===== src/rtl/pushbuttons_leds_ctrl.sv =====
// Two-button mode controller: sync, debounce and press detection per button, a 4-state mode FSM and blinking LED outputs.
// Defining PBLED_LONGPRESS_EN adds a PB0 long-press that forces the mode back to OFF.
module pushbuttons_leds_ctrl #(
    parameter int DEBOUNCE_CYCLES = 50000,
    parameter int BLINK_HALF      = 12500000,
    parameter int LONG_CYCLES     = 50000000
) (
    input  logic       CLK,
    input  logic       RST,
    input  logic       PB0_n,
    input  logic       PB1_n,
    output logic       LED0,
    output logic       LED1,
    output logic [1:0] MODE
);

    localparam int DW = (DEBOUNCE_CYCLES > 1) ? $clog2(DEBOUNCE_CYCLES) : 1;
    localparam logic [DW-1:0] DB_LAST = DW'(DEBOUNCE_CYCLES - 1);
    localparam int BW = $clog2(BLINK_HALF);
    localparam logic [BW-1:0] T_SLOW = BW'(BLINK_HALF - 1);
    localparam logic [BW-1:0] T_FAST = BW'(BLINK_HALF / 4 - 1);

    typedef enum logic [1:0] {
        MODE_OFF  = 2'd0,
        MODE_ON   = 2'd1,
        MODE_SLOW = 2'd2,
        MODE_FAST = 2'd3
    } mode_e;

    logic [1:0] btn_act;
    logic [1:0] press;

    assign btn_act = ~{PB1_n, PB0_n};

    genvar gi;
    generate
        for (gi = 0; gi < 2; gi++) begin : g_btn
            logic [1:0]    sync_d, sync_q;
            logic [DW-1:0] cnt_d, cnt_q;
            logic          deb_d, deb_q;
            logic          prev_q;
            logic          raw;

            assign raw = sync_q[1];

            // Counter only advances while raw disagrees with the accepted level.
            always_comb begin
                sync_d = {sync_q[0], btn_act[gi]};
                cnt_d  = cnt_q;
                deb_d  = deb_q;
                if (raw == deb_q) begin
                    cnt_d = '0;
                end else if (cnt_q == DB_LAST) begin
                    deb_d = raw;
                    cnt_d = '0;
                end else begin
                    cnt_d = cnt_q + 1'b1;
                end
            end

            always_ff @(posedge CLK or posedge RST) begin
                if (RST) begin
                    sync_q <= '0;
                    cnt_q  <= '0;
                    deb_q  <= 1'b0;
                    prev_q <= 1'b0;
                end else begin
                    sync_q <= sync_d;
                    cnt_q  <= cnt_d;
                    deb_q  <= deb_d;
                    prev_q <= deb_q;
                end
            end

            assign press[gi] = deb_q & ~prev_q;
        end
    endgenerate

    logic long_evt;

`ifdef PBLED_LONGPRESS_EN
    localparam int HW = $clog2(LONG_CYCLES + 1);
    localparam logic [HW-1:0] HOLD_MAX  = HW'(LONG_CYCLES);
    localparam logic [HW-1:0] HOLD_LAST = HW'(LONG_CYCLES - 1);

    logic          pb0_level;
    logic [HW-1:0] hold_d, hold_q;

    assign pb0_level = g_btn[0].deb_q;

    always_comb begin
        hold_d = '0;
        if (pb0_level) begin
            hold_d = (hold_q == HOLD_MAX) ? hold_q : hold_q + 1'b1;
        end
    end

    // Fires only on the step into HOLD_MAX, so a saturated hold cannot retrigger.
    assign long_evt = pb0_level && (hold_q == HOLD_LAST);

    always_ff @(posedge CLK or posedge RST) begin
        if (RST) begin
            hold_q <= '0;
        end else begin
            hold_q <= hold_d;
        end
    end
`else
    localparam int unused_long_cycles = LONG_CYCLES;
    assign long_evt = 1'b0;
`endif

    mode_e         mode_d, mode_q;
    logic [BW-1:0] blink_cnt_d, blink_cnt_q;
    logic [BW-1:0] blink_term;
    logic          phase_d, phase_q;
    logic          led0_d, led0_q;
    logic          led1_d, led1_q;

    always_comb begin
        mode_d      = mode_q;
        blink_cnt_d = blink_cnt_q;
        phase_d     = phase_q;
        led0_d      = 1'b0;
        led1_d      = 1'b0;
        blink_term  = (mode_q == MODE_FAST) ? T_FAST : T_SLOW;

        if (press[1] || long_evt) begin
            mode_d = MODE_OFF;
        end else if (press[0]) begin
            mode_d = mode_e'(mode_q + 2'd1);
        end

        // A mode change restarts the blink so every blink mode opens on phase 0.
        if ((mode_d != mode_q) || (mode_q == MODE_OFF) || (mode_q == MODE_ON)) begin
            blink_cnt_d = '0;
            phase_d     = 1'b0;
        end else if (blink_cnt_q == blink_term) begin
            blink_cnt_d = '0;
            phase_d     = ~phase_q;
        end else begin
            blink_cnt_d = blink_cnt_q + 1'b1;
        end

        case (mode_q)
            MODE_OFF: begin
                led0_d = 1'b0;
                led1_d = 1'b0;
            end
            MODE_ON: begin
                led0_d = 1'b1;
                led1_d = 1'b1;
            end
            default: begin
                led0_d = phase_q;
                led1_d = ~phase_q;
            end
        endcase
    end

    always_ff @(posedge CLK or posedge RST) begin
        if (RST) begin
            mode_q      <= MODE_OFF;
            blink_cnt_q <= '0;
            phase_q     <= 1'b0;
            led0_q      <= 1'b0;
            led1_q      <= 1'b0;
        end else begin
            mode_q      <= mode_d;
            blink_cnt_q <= blink_cnt_d;
            phase_q     <= phase_d;
            led0_q      <= led0_d;
            led1_q      <= led1_d;
        end
    end

    assign MODE = mode_q;
    assign LED0 = led0_q;
    assign LED1 = led1_q;

endmodule


===== config.mk =====
export PLATFORM = sky130hd
export DESIGN_NAME = pushbuttons_leds_ctrl
export DESIGN_NICKNAME = d
export VERILOG_FILES = /design/src/rtl/pushbuttons_leds_ctrl.sv
export SDC_FILE = /design/constraint.sdc
export NUM_CORES = 1
export LEC_CHECK = 0
export CAP_MARGIN = 20
export CELL_PAD_IN_SITES_DETAIL_PLACEMENT = 1
export CELL_PAD_IN_SITES_GLOBAL_PLACEMENT = 1
export CORE_MARGIN = 2
export CORE_UTILIZATION = 33
export CTS_CLUSTER_DIAMETER = 200
export CTS_CLUSTER_SIZE = 25
export DETAILED_ROUTE_END_ITERATION = 8
export PLACE_DENSITY_LB_ADDON = 0.05
export SLEW_MARGIN = 20
export SYNTH_ARGS = -nofsm -noshare
export SYNTH_HDL_FRONTEND = slang
export SYNTH_SLANG_ARGS = --single-unit

===== constraint.sdc =====
create_clock -name CLK -period 2.9 [get_ports CLK]
set_clock_uncertainty 0.15 [all_clocks]
set_input_delay 0.58 -clock CLK [delete_from_list [all_inputs] [get_ports CLK]]
set_output_delay 0.58 -clock CLK [all_outputs]
set_load 0.05 [all_outputs]

==> metrics.txt, run 1 <==
status=finished clean; Worst Setup Path Type=reg2out; Post-Place Worst Slack=0.457 ns; HP Class=reg2reg; total negative slack=0 ns; leakage power=0.00144 uW; Cells after Synth=337; Area growth syn-to-layout=14.1%; EDFF count, synth=0; VDD IR-drop max=234 uV; top area cells in the synthesized netlist=dfrtp_1 (51%), xnor2_1 (7.3%), nor2_1 (4.1%); Initial Utilization=34.2%; mux cell area share after synthesis=0.668%; largest net degree at the start of global routing=34; Worst-Margin Slew=0.544 ns; first-pass GRT wire length=13.0 mm; number of routed nets with antenna violations=0; post-synthesis area per instance=10.0 sq um; routability congestion estimate=0.718; Worst path slowest cell=clkdlybuf4s50_1; wirelength, routed=7.32 mm; register area share after synthesis=51.2%; FF/Latch Area=1730 sq um; root buffer cell=clkbuf_8; CP startpoint kind=flip-flop; Clock Sink Count=69; Min Clock Period, post-route=2.46 ns; Pwr per Cell Area=484 nW/um^2; Crit Reg-Reg Endpoint=blink_cnt_q[22]$_DFF_PP0_; area post-placement=3640 sq um; final instance area=3850 sq um; Final setup viols=0; CTS clk-pin slew, worst paths=0.08 ns; Stages on worst setup path=1; register bit count reported by yosys=69; row cnt=36; r2r startpoint=blink_cnt_q[0]$_DFF_PP0_; CP Cell Sequence=clkdlybuf4s50_1; post-DP HPWL=5.14 mm; CTS max path bufs=2; setup bufs post-CTS=0; xor/xnor share of the synthesized area=9.36%; CTS buffer count=9; Final Hold Vio Count=0; R2R depth=5; Fill cells=1106; via density per instance=5.17; multi-input logic area=1560 sq um; n_diodes=0; syn_nets=347; Die Height=105 um; Fin Hold WS=0.201 ns; critical path endpoint=MODE[0]; simple-gate share of the synthesized area=26.4%; crit path max fanout=6; Core Area=9860 sq um; Worst EP required=2.17 ns; DIE WIDTH=105 um; Syn. warnings=0; main combinational cell family by area after synthesis=simple AND/OR/NAND/NOR gates; number of global-route vias before repair=2638; Final Slew Violations=0; fin crit share=84.8%; Max Clk Rate=0.407 GHz; WL per Instance=15.0 um; Synth top area share=51.2%; headroom to the max-slew limit=63.6%; drt drc=0; DRT iter0 DRCs=43; RSZ-0062 raised after global routing=false; Hold Buf Count CTS=0; final worst-path setup slack=0.441 ns; clock latency on the worst-skew pair=0.36 ns; post-CTS sizing=0; Worst Path Buf+Inv=1; endpoint class of the critical path=output pin; worst path arrival time=1.73 ns; total grt overflow=0; ys async rst share=100%; post-synthesis cell type count=35; IO Port Bufs=7; worst setup path start=MODE[0]$_DFF_PP0_; CP delay by family, top=buffers and inverters; Mapped Area=3370 sq um; PnR Total Power=1860 uW; GRT Util Overall=14.9%; Nets=361; top cell type by total area after synthesis=dfrtp_1; # IOs=8; DRT Pass-1 Iters=4; antenna violations before repair=0; Compound-Gate Fraction of Synth Area=7.46%; reg2reg setup slack=0.45 ns; DR vias=2530; share of cells above drive strength 1=8.43%; # H-tree levels=3; main flop type after synthesis=dfrtp_1; die area=11000 sq um; Max Cap Viol=0; max incr delay on CP=0.89 ns; CTS tree=built; area share of fa/ha/maj cells after synthesis=2.23%
how the worst min path moves through the flow:
stage / startpoint / to / slack, ns / depth (start not counted)
2_1_floorplan: g_btn[0].sync_q[0]$_DFF_PP0_ / g_btn[0].sync_q[1]$_DFF_PP0_ / 0.18 / 0
3_3_place_gp: g_btn[1].sync_q[0]$_DFF_PP0_ / g_btn[1].sync_q[1]$_DFF_PP0_ / 0.19 / 0
3_5_place_dp: g_btn[0].sync_q[0]$_DFF_PP0_ / g_btn[0].sync_q[1]$_DFF_PP0_ / 0.19 / 0
4_1_cts: g_btn[0].sync_q[0]$_DFF_PP0_ / g_btn[0].sync_q[1]$_DFF_PP0_ / 0.21 / 0
5_1_grt: g_btn[0].sync_q[0]$_DFF_PP0_ / g_btn[0].sync_q[1]$_DFF_PP0_ / 0.21 / 0
6_report: g_btn[1].sync_q[0]$_DFF_PP0_ / g_btn[1].sync_q[1]$_DFF_PP0_ / 0.20 / 0
layer usage:
metal,track usage (%),routed length [um]
met4,7.52,163
met3,3.06,168
met1,20.9,3800
met2,21.6,3190
met5,0,0
cell usage after synthesis, types with 3 or more instances:
library cell / n
a211oi_1: 11
a21oi_1: 9
and3_1: 6
clkbuf_1: 7
dfrtp_1: 69
ha_1: 6
inv_1: 14
nand2_1: 18
nand3_1: 19
nand4_1: 9
nor2_1: 37
nor2b_1: 3
nor3_1: 17
nor4_1: 8
nor4b_1: 3
nor4bb_1: 7
o21ai_0: 13
o31ai_1: 6
or3_1: 14
or4_1: 8
xnor2_1: 28
xor2_1: 8
layout by cell type, fill, tap and decap left out, types with 11 or more instances in the layout:
master	n
a211oi_1	11
xnor2_1	28
inv_1	13
dfrtp_1	69
o21ai_0	13
or3_1	14
nor2_1	37
nand3_1	19
nor3_1	17
clkbuf_8	11
nand2_1	18
logic make-up after synthesis:
kind of cell,Yosys count
AO/OA/AOI/OAI,41
XOR/XNOR,36
adder cells (fa/ha/maj),6
buffers and inverters,23
flip-flops,69
multiplexers,2
AND/OR/NAND/NOR,160
through the flow:
step	utilization, %	cells
final	39.0	489
after global routing	39.0	489
after CTS	39.0	489
after detailed placement	36.9	473
after global placement	36.9	473
after floorplan	-	337
sequential cells by signal, summed over array words and instances, names as in the netlist:
register / count
MODE: 2
phase_q: 1
g_btn.deb_q: 2
g_btn.sync_q: 4
g_btn.cnt_q: 32
g_btn.prev_q: 2
blink_cnt_q: 24
LED1: 1
LED0: 1
report_power, final:
part | total [uW] | internal, uW | switching (uW)
clock network | 834 | 444 | 390
logic | 49.0 | 16.3 | 32.7
registers | 978 | 971 | 7.50
total | 1860 | 1430 | 431
final cells by class:
class                      count  share of cell area [%]
clock buffer                  11                    3.94
clock inverter                 5                    1.53
inverter                      14                    1.37
multi-input combinational    245                    40.5
sequential                    69                    44.9
tap                          133                    4.33
timing repair buffer          12                    3.45
Power figures use the tool's default switching activity.
==> inputs of run 2 (changes only) <==
Clock period 2.9 ns to 2.3 ns, I/O delays scaled along.
==> metrics.txt, run 2 (synthesis results as in run 1) <==
total negative slack=0 ns (unchanged); CP Cell Sequence=ha_4 -> or4bb_1 -> or4_4 -> or4_4 -> a21oi_2 (was clkdlybuf4s50_1); fin crit share=99.5%; Clock Sink Count=69 (unchanged); CTS buffer count=9 (unchanged); routability congestion estimate=0.756 (was 0.718); GRT Util Overall=15.5% (was 14.9%); DRT iter0 DRCs=85 (was 43); max incr delay on CP=0.56 ns (was 0.89 ns); Area growth syn-to-layout=22.3% (was 14.1%); WL per Instance=14.8 um (was 15.0 um); Initial Utilization=34.2% (unchanged); Die Height=105 um (unchanged); crit path max fanout=3 (was 6); # H-tree levels=3 (unchanged); largest registers=g_btn.cnt_q (32), blink_cnt_q (24), g_btn.sync_q (4) (unchanged); Placed Cells=498 (was 473); clock latency on the worst-skew pair=0.35 ns (was 0.36 ns); most frequent cells in the layout=dfrtp_1 (66), nor2_1 (37), buf_4 (32) (was dfrtp_1 (69), nor2_1 (37), xnor2_1 (28)); root buffer cell=clkbuf_8 (unchanged); Max Cap Viol=0 (unchanged); Crit path top cell by count=or4_4; Largest register FFs=32 (unchanged); CTS tree=built (unchanged); multi-input logic area=1630 sq um (was 1560 sq um); leakage power=0.00160 uW (was 0.00144 uW); Worst Setup Path Type=reg2reg (was reg2out); Worst path slowest cell=or4_4 (was clkdlybuf4s50_1); Pwr per Cell Area=579 nW/um^2 (was 484 nW/um^2); IO Port Bufs=7 (unchanged); FF/Latch Area=1730 sq um (about the same); largest net degree at the start of global routing=70 (was 34); number of global-route vias before repair=2711 (was 2638); Worst-Margin Slew=0.511 ns (was 0.544 ns); Fin Hold WS=0.212 ns (was 0.201 ns); antenna violations before repair=0 (unchanged); endpoint class of the critical path=flip-flop (was output pin); DIE WIDTH=105 um (unchanged); number of routed nets with antenna violations=0 (unchanged); Final Hold Vio Count=0 (unchanged); r2r startpoint=blink_cnt_q[0]$_DFF_PP0_ (unchanged); Nets=389 (was 361); headroom to the max-slew limit=65.8% (was 63.6%); post-DP HPWL=5.32 mm (was 5.14 mm); status=finished clean (unchanged); CTS max path bufs=2 (unchanged); Hold Buf Count CTS=0 (unchanged); worst setup path start=blink_cnt_q[0]$_DFF_PP0_ (was MODE[0]$_DFF_PP0_); VDD IR-drop max=296 uV (was 234 uV); total grt overflow=0 (unchanged); Min Clock Period, post-route=2.29 ns; CTS clk-pin slew, worst paths=0.08 ns (about the same); commonest non-fill, non-tap cell in the layout=dfrtp_1 (unchanged); # IOs=8 (unchanged); HP Class=reg2reg (unchanged); hold_sp=g_btn[1].sync_q[0]$_DFF_PP0_ (unchanged); CP startpoint kind=flip-flop (unchanged); n_diodes=0 (unchanged); RSZ-0062 raised after global routing=true (was false); first-pass GRT wire length=13.5 mm (was 13.0 mm); Core Area=9860 sq um (unchanged); Fill cells=1115 (was 1106); die area=11000 sq um (unchanged); Non-Filler Instances=516 (was 489); Final Slew Violations=0 (unchanged); DR vias=2612 (was 2530); wirelength, routed=7.66 mm (was 7.32 mm); Worst EP required=2.43 ns (was 2.17 ns); largest reg by FF count=g_btn.cnt_q (unchanged); drt drc=0 (unchanged); Max Clk Rate=0.437 GHz; worst path arrival time=2.42 ns (was 1.73 ns); Final setup viols=0 (unchanged); via density per instance=5.06 (was 5.17); row cnt=36 (unchanged); share of cells above drive strength 1=17.2% (was 8.43%); DRT Pass-1 Iters=4 (unchanged)
## run 2: cell count changes in the layout (fill, tap and decap cells not counted), moves of 2 or more
cell / previous run / this run
ha_4: 0 / 2
buf_4: 3 / 32
dfrtp_1: 69 / 66
ha_1: 6 / 4
dfrtp_2: 0 / 3
or4_4: 1 / 3
or4b_4: 0 / 2
or4_1: 8 / 6
## run 2: critical path, delay by kind of cell (launching register included)
family | cells | cell delay (ns)
AO/OA/AOI/OAI | 1 | 0.12
adder cells (fa/ha/maj) | 1 | 0.16
flip-flops | 1 | 0.40
AND/OR/NAND/NOR | 3 | 1.39
## run 2: final timing paths
path	end	slack, ns	depth (start not counted)
max	phase_q$_DFFE_PP0P_	0.01	5
min	g_btn[1].sync_q[1]$_DFF_PP0_	0.21	0
max reg2reg	phase_q$_DFFE_PP0P_	0.01	5
min reg2reg	g_btn[1].sync_q[1]$_DFF_PP0_	0.21	0
max in group asynchronous	MODE[0]$_DFF_PP0_	1.28	3
min in group asynchronous	g_btn[1].cnt_q[2]$_DFF_PP0_	0.42	3
## run 2: final cells by class
type / count / area share [%]
tap: 133 / 4.04
clock inverter: 4 / 1.76
timing repair buffer: 40 / 7.98
sequential: 69 / 42.0
clock buffer: 11 / 3.43
inverter: 14 / 1.37
multi-input combinational: 245 / 39.4
## run 2: where the power goes
group / internal, uW / total, uW / switching [uW]
clock: 633 / 1090 / 456
sequential: 1220 / 1230 / 9.40
combinational: 21.1 / 62.6 / 41.5
## run 2: metrics by stage
step                      utilization, %  total power (uW)  setup WS, ns  cell area (sq um)
after floorplan                        -              1290        0.0312               3430
after global placement              39.1              1320        0.0576               3860
after detailed placement            39.1              1320        0.0140               3860
after CTS                           41.4              2420       0.00437               4090
after global routing                41.8              2480       -0.0548               4120
final                               41.8              2390        0.0124               4120
## run 2: per-layer routing
metal  share of wire [%]  track usage [%]  routed length (um)
met5                   0                0                   0
met3                 2.1             3.74                 161
met1                  50             21.1                3800
met2                  47             24.0                3570
met4                 1.6             5.43                 123
## run 2: timing repair
action                                 CTS  global route
setup endpoints to repair                2            20
gates resized for setup                  3             4
pin swaps                                1             3
setup buffers                            1             2
endpoints found under the hold margin    0             0
